[config.mk]
export PLATFORM = sky130hd
export DESIGN_NAME = add_sub_stage
export DESIGN_NICKNAME = d
export VERILOG_FILES = /design/src/rtl/add_sub_stage.sv
export SDC_FILE = /design/constraint.sdc
export NUM_CORES = 1
export LEC_CHECK = 0
export ABC_AREA = 1
export BUFFER_PORTS_ARGS = -buffer_cell sky130_fd_sc_hd__buf_2
export CELL_PAD_IN_SITES_DETAIL_PLACEMENT = 1
export CELL_PAD_IN_SITES_GLOBAL_PLACEMENT = 2
export CORE_ASPECT_RATIO = 1.25
export CORE_MARGIN = 5
export CORE_UTILIZATION = 27
export DETAILED_ROUTE_END_ITERATION = 8
export GPL_ROUTABILITY_DRIVEN = 0
export PLACE_DENSITY = 0.81
export SYNTH_ARGS = -nofsm -noshare
export SYNTH_HDL_FRONTEND = slang
export SYNTH_SLANG_ARGS = --single-unit
[constraint.sdc]
create_clock -name clk -period 2.19 [get_ports clk]
set_input_delay 0.3285 -clock clk [delete_from_list [all_inputs] [get_ports clk]]
set_output_delay 0.3285 -clock clk [all_outputs]
set_load 0.05 [all_outputs]
[src/rtl/add_sub_stage.sv]
// Operand stage for an external 32-bit adder with a 2-entry in-order result FIFO.
// Define ADD_SUB_STAGE_CARRY_CHAIN_EN to chain the previous op's carry into ADDC/SUBB.
module add_sub_stage #(
  parameter int TAG_W = 5
) (
  input  logic             clk,
  input  logic             rst_n,
  input  logic             in_valid,
  output logic             in_ready,
  input  logic [1:0]       in_op,
  input  logic [31:0]      in_a,
  input  logic [31:0]      in_b,
  input  logic [TAG_W-1:0] in_tag,
  output logic [31:0]      add_a,
  output logic [31:0]      add_b,
  output logic             add_cin,
  input  logic [31:0]      add_s,
  input  logic             add_cout,
  output logic             out_valid,
  input  logic             out_ready,
  output logic [31:0]      out_result,
  output logic             out_carry,
  output logic             out_overflow,
  output logic             out_zero,
  output logic             out_neg,
  output logic [TAG_W-1:0] out_tag
);

  localparam int ENTRY_W = TAG_W + 36;

  logic             s1_valid_reg;
  logic [1:0]       s1_op_reg;
  logic [31:0]      s1_a_reg;
  logic [31:0]      s1_b_reg;
  logic [TAG_W-1:0] s1_tag_reg;

  logic             wr_ptr_reg;
  logic             rd_ptr_reg;
  logic [1:0]       count_reg;
  logic [ENTRY_W-1:0] entries [2];
  logic [ENTRY_W-1:0] new_entry;
  logic [ENTRY_W-1:0] head_entry;

  logic pop;
  logic advance;
  logic chain_cin;
  logic overflow;

  assign pop       = out_valid && out_ready;
  assign advance   = s1_valid_reg && ((count_reg < 2'd2) || pop);
  assign in_ready  = !s1_valid_reg || advance;
  assign out_valid = (count_reg != 2'd0);

`ifdef ADD_SUB_STAGE_CARRY_CHAIN_EN
  logic carry_q_reg;

  always_ff @(posedge clk) begin
    if (!rst_n) begin
      carry_q_reg <= 1'b0;
    end else if (advance) begin
      carry_q_reg <= add_cout;
    end
  end

  assign chain_cin = carry_q_reg;
`else
  // Without chaining, ADDC/SUBB fall back to the plain ADD/SUB carry-in.
  assign chain_cin = s1_op_reg[0];
`endif

  // Op encoding: bit 0 selects subtract, bit 1 selects the chained carry-in.
  always_comb begin
    add_a   = '0;
    add_b   = '0;
    add_cin = 1'b0;
    if (s1_valid_reg) begin
      add_a   = s1_a_reg;
      add_b   = s1_op_reg[0] ? ~s1_b_reg : s1_b_reg;
      add_cin = s1_op_reg[1] ? chain_cin : s1_op_reg[0];
    end
  end

  assign overflow  = (add_a[31] == add_b[31]) && (add_s[31] != add_a[31]);
  assign new_entry = {s1_tag_reg, add_s[31], (add_s == 32'd0), overflow, add_cout, add_s};

  always_ff @(posedge clk) begin
    if (!rst_n) begin
      s1_valid_reg <= 1'b0;
      s1_op_reg    <= '0;
      s1_a_reg     <= '0;
      s1_b_reg     <= '0;
      s1_tag_reg   <= '0;
    end else if (in_ready) begin
      s1_valid_reg <= in_valid;
      if (in_valid) begin
        s1_op_reg  <= in_op;
        s1_a_reg   <= in_a;
        s1_b_reg   <= in_b;
        s1_tag_reg <= in_tag;
      end
    end
  end

  genvar gi;
  generate
    for (gi = 0; gi < 2; gi++) begin : g_entry
      logic [ENTRY_W-1:0] entry_reg;

      always_ff @(posedge clk) begin
        if (!rst_n) begin
          entry_reg <= '0;
        end else if (advance && (int'(wr_ptr_reg) == gi)) begin
          entry_reg <= new_entry;
        end
      end

      assign entries[gi] = entry_reg;
    end
  endgenerate

  always_ff @(posedge clk) begin
    if (!rst_n) begin
      wr_ptr_reg <= 1'b0;
      rd_ptr_reg <= 1'b0;
      count_reg  <= 2'd0;
    end else begin
      if (advance) wr_ptr_reg <= ~wr_ptr_reg;
      if (pop)     rd_ptr_reg <= ~rd_ptr_reg;
      case ({advance, pop})
        2'b10:   count_reg <= count_reg + 2'd1;
        2'b01:   count_reg <= count_reg - 2'd1;
        default: count_reg <= count_reg;
      endcase
    end
  end

  assign head_entry = entries[rd_ptr_reg];
  assign {out_tag, out_neg, out_zero, out_overflow, out_carry, out_result} =
      out_valid ? head_entry : '0;

endmodule

# Word level (Yosys, flattened, before mapping)
# Index checks and enable logic that the tools add are counted.
[totals]
register_bits = 157
input_bits = 108
out_inout_bits = 108
word_cells = 44
[classes]
addsub = 2
magnitude_cmp = 2
eq_ne = 4
n_mux = 9
bitwise = 5
n_reduce_logical = 12
[ops]
columns = ["op", "count"]
rows = [
  ["$mux W41", 4],
  ["$mux W32", 3],
  ["$logic_not A32 Y1", 1],
  ["$not A32 Y32", 1],
  ["$logic_and A1 B1 Y1", 5],
  ["$pmux W2 S2", 1],
  ["$reduce_bool A2 Y1", 2],
  ["$not A1 Y1", 3],
  ["$add A2 B1 Y2 const B", 1],
  ["$eq A2 B1 Y1 const B", 1],
  ["$eq A2 B2 Y1 const B", 1],
  ["$ge A2 B2 Y1 const B", 1],
  ["$logic_or A1 B1 Y1", 2],
  ["$lt A2 B2 Y1 const B", 1],
  ["$not A1 Y2", 1],
  ["$reduce_and A2 Y1", 1],
  ["$sub A2 B1 Y2 const B", 1],
  ["$eq A1 B1 Y1", 1],
  ["$logic_not A1 Y1", 1],
  ["$mux W1", 1],
  ["$ne A1 B1 Y1", 1],
]

# Depth between registers and ports, before layout
[logic_depth]
word_depth = 6
mapped_depth = 11
ltp_nobuf = 10

# Worst setup path after synthesis
# No wires, ideal clock.
[synth_timing]
kind = "register -> output"
startpoint = "register count_reg[1]"
endpoint = "output port out_result[18]"
arrival_ns = 2.087
slack_ns = -0.226
path_stages_with_launch = 6
n_path_buf = 1
cell_sequence = "dfxtp_1 > inv_2 > nand2_2 > clkbuf_1 > o21ai_0 > a21oi_1"
[synth_via]
elab_chain_cells = 2
[synth_lines]
columns = ["item", "line", "text"]
rows = [
  ["start: declaration", "39", "logic [1:0] count_reg;"],
  ["start signal: assignment", "130", "2'b10: count_reg <= count_reg + 2'd1;"],
  ["start signal: assignment", "131", "2'b01: count_reg <= count_reg - 2'd1;"],
  ["start signal: assignment", "132", "default: count_reg <= count_reg;"],
  ["$reduce_bool A2 Y1", "52", "assign out_valid = (count_reg != 2'd0);"],
  ["named net out_valid", "19", "output logic out_valid,"],
  ["$mux W41", "139", "out_valid ? head_entry : '0;"],
  ["end: declaration", "21", "output logic [31:0] out_result,"],
]
# The timed path passes the listed nets, and every way through them passes these cells.

# Final worst setup path
[layout_timing]
startpoint = "register count_reg[0]"
endpoint = "output port out_result[2]"
[layout_via]
elab_chain_cells = 2
[layout_lines]
columns = ["item", "line"]
rows = [
  ["$reduce_bool A2 Y1", "52"],
  ["$mux W41", "139"],
]
# No other way between the ends.

==> impl_metrics.env <==
export IMPL_status="completed"
export IMPL_via_per_inst=4.65
export IMPL_cts_buffers=17
export IMPL_critPathMaxFanout=20
export IMPL_slew_headroom_pct=55.0
export IMPL_fin_skew_ns=0.00915
export IMPL_cts_reportedPaths_clkPinSlew_ns=0.07
export IMPL_fin_tns_setup_ns=0
export IMPL_synth_xor_xnor_area_share_pct=0
export IMPL_yosys_area_share_simple_pct=26.8
export IMPL_overflow=0
export IMPL_ant_nets=0
export IMPL_synth_top_family_by_area="simple AND/OR/NAND/NOR gates"
export IMPL_die_h_um=190
export IMPL_ys_ff_latch=155
export IMPL_critPathRequiredTime_ns=1.86
export IMPL_synth_mux_area_share_pct=0
export IMPL_drv_slew=0
export IMPL_wire_per_inst_um=15.3
export IMPL_grt_max_degree=72
export IMPL_cp_arrival_ns=1.75
export IMPL_cts_path_max_buffers=2
export IMPL_synth_fp_nets=1157
export IMPL_yosysSeqAreaShare_pct=44.3
export IMPL_route_vias_total=7313
export IMPL_seqCellArea_um2=3110
export IMPL_synth_warnings=0
export IMPL_worst_setup_path_start_kind="flop"
export IMPL_power_density_nw_per_um2=895
export IMPL_io_pins=216
export IMPL_synth_fa_ha_area_share_pct=0.179
export IMPL_core_area_um2=25800
export IMPL_drt_iter0_drc=292
export IMPL_p_int_mw=5.19
export IMPL_hold_path_class="in -> reg"
export IMPL_seq_power_share_pct=38.7
export IMPL_antenna_found_initial=2
export IMPL_largest_register_ffs=80
export IMPL_power_mw=8.10
export IMPL_fmax_mhz=481
export IMPL_drc_errors=0
export IMPL_avgSynthCellArea_um2=6.68
export IMPL_syn_to_final_growth_pct=29.3
export IMPL_syn_inst=1048
export IMPL_finalCritPeriodShare_pct=95.0
export IMPL_power_switching_mw=2.91
export IMPL_grt_pass1_vias=7616
export IMPL_cts_hold_buf=0
export IMPL_worst_setup_path_end_kind="primary output"
export IMPL_cts_sinks=155
export IMPL_synth_area_um2=7000
export IMPL_dp_cells=1537
export IMPL_final_cells=1572
export IMPL_cap_violations=0
export IMPL_clkPwrFrac_pct=36.7
export IMPL_die_w_um=154
export IMPL_die_area_um2=29300
export IMPL_n_antenna_cell=0
export IMPL_htreeDepth=4
export IMPL_nets=1328
export IMPL_mostFrequentLayoutCells="246 x nor2_1, 201 x buf_2, 171 x nand2_1"
export IMPL_grt_pass1_wl_um=38800
export IMPL_rsz0062_at_grt="false"
export IMPL_wl_um=24100
export IMPL_fin_crit_ns=2.08
export IMPL_final_common_cell="nor2_1"
export IMPL_port_buffers=214
export IMPL_multi_input_area_um2=3230
export IMPL_ir_worst_vdd_uv=567
export IMPL_clock_latency_ns=0.43
export IMPL_fillCellCount=3338
export IMPL_min_from="in_a[8]"
export IMPL_comb_power_share_pct=24.7
export IMPL_critPathLaunch="count_reg[0]"
export IMPL_p_leak_nw=4.48
export IMPL_initial_core_util_pct=27.2
export IMPL_r2r_start="count_reg[0]"
export IMPL_first_pass_iters=4
export IMPL_hold_viol=0
export IMPL_cts_tree="built"
export IMPL_cts_root_buf="clkbuf_16"
export IMPL_worstMarginPinSlew_ns=0.675
export IMPL_drive_above_1_share_pct=23.6
export IMPL_p_sw_share_pct=35.9
export IMPL_dp_hpwl_um=15600
export IMPL_rows=66
export IMPL_ys_types=19
export IMPL_grt_usage_pct=16.4
export IMPL_report_final_setup_viol=0
export IMPL_synth_compound_area_share_pct=18.6
export IMPL_path_class="reg -> out"
power groups by stage:
stage,sequential (mW),combinational [mW],clock [mW]
floorplan,3.16,1.38,0
global placement,3.19,1.94,0
detailed placement,3.20,1.96,0
CTS,3.14,1.97,3.08
global route,3.16,2.19,3.20
finish,3.13,2.00,2.97
final timing paths:
| check | endpoint | slack, ns | depth (start not counted) |
|---|---|---|---|
| max reg2reg | s1_a_reg[29] | 0.32 | 9 |
| max | out_result[2] | 0.11 | 6 |
| min reg2reg | g_entry[0].entry_reg[36] | 0.46 | 2 |
| min | s1_a_reg[8] | 0.14 | 3 |
cell families after synthesis:
logic type	after synthesis
AOI/OAI and AO/OA	260
adders and majority gates	1
buffers and inverters	168
DFF	155
and+or+nand+nor	464
worst max-delay path: stages, from the launching register on:
cell,delay [ns]
dfxtp_1,0.35
inv_1,0.09
nand2_4,0.14
buf_12,0.17
o21ai_0,0.10
a21oi_1,0.22
buf_4,0.25
final cells by class:
type | instances | area share [%]
timing repair buffer | 236 | 15.3
clock inverter | 15 | 1.67
tap | 340 | 4.70
sequential | 155 | 34.4
multi-input combinational | 725 | 35.7
clock buffer | 17 | 4.70
inverter | 84 | 3.48
synth_stat cells:
cell | instances | area [um^2]
nand4_1 | 38 | 238
buf_4 | 8 | 60.1
nand2_2 | 4 | 25.0
inv_2 | 2 | 7.51
buf_1 | 2 | 7.51
clkbuf_2 | 1 | 5.00
a21oi_1 | 115 | 576
o21ai_0 | 145 | 726
clkbuf_1 | 49 | 184
nand3_2 | 2 | 20.0
ha_1 | 1 | 12.5
nand3_1 | 2 | 10.0
nand3_4 | 1 | 17.5
nand2_1 | 171 | 642
nor2_1 | 246 | 923
dfxtp_1 | 155 | 3100
buf_6 | 2 | 22.5
inv_1 | 82 | 308
buf_2 | 22 | 110
per-layer routing:
layer | routed length [um] | track usage (%) | part of all wire, %
met5 | 20 | 0 | 0.083
met4 | 215 | 3.77 | 0.89
met3 | 1830 | 6.37 | 7.6
met2 | 11800 | 29.4 | 49
met1 | 10200 | 18.2 | 42
through the flow:
| step | area, um^2 | worst slack, ns | util (%) | hold slack (ns) |
|---|---|---|---|---|
| 2_1_floorplan | 7030 | 0.0320 | - | 0.437 |
| 3_3_place_gp | 8380 | 0.314 | 32.5 | 0.445 |
| 3_5_place_dp | 8380 | 0.255 | 32.5 | 0.449 |
| 4_1_cts | 8980 | 0.00694 | 34.9 | 0.123 |
| 5_1_grt | 9050 | 0.0000725 | 35.1 | 0.135 |
| 6_report | 9050 | 0.109 | 35.1 | 0.138 |
repair_timing:
item	4_1_cts	5_1_grt
setup endpoints to repair	9	53
resized for setup	9	10
cloned	0	1
setup buffers	0	2
(Power assumes the default switching activity.)
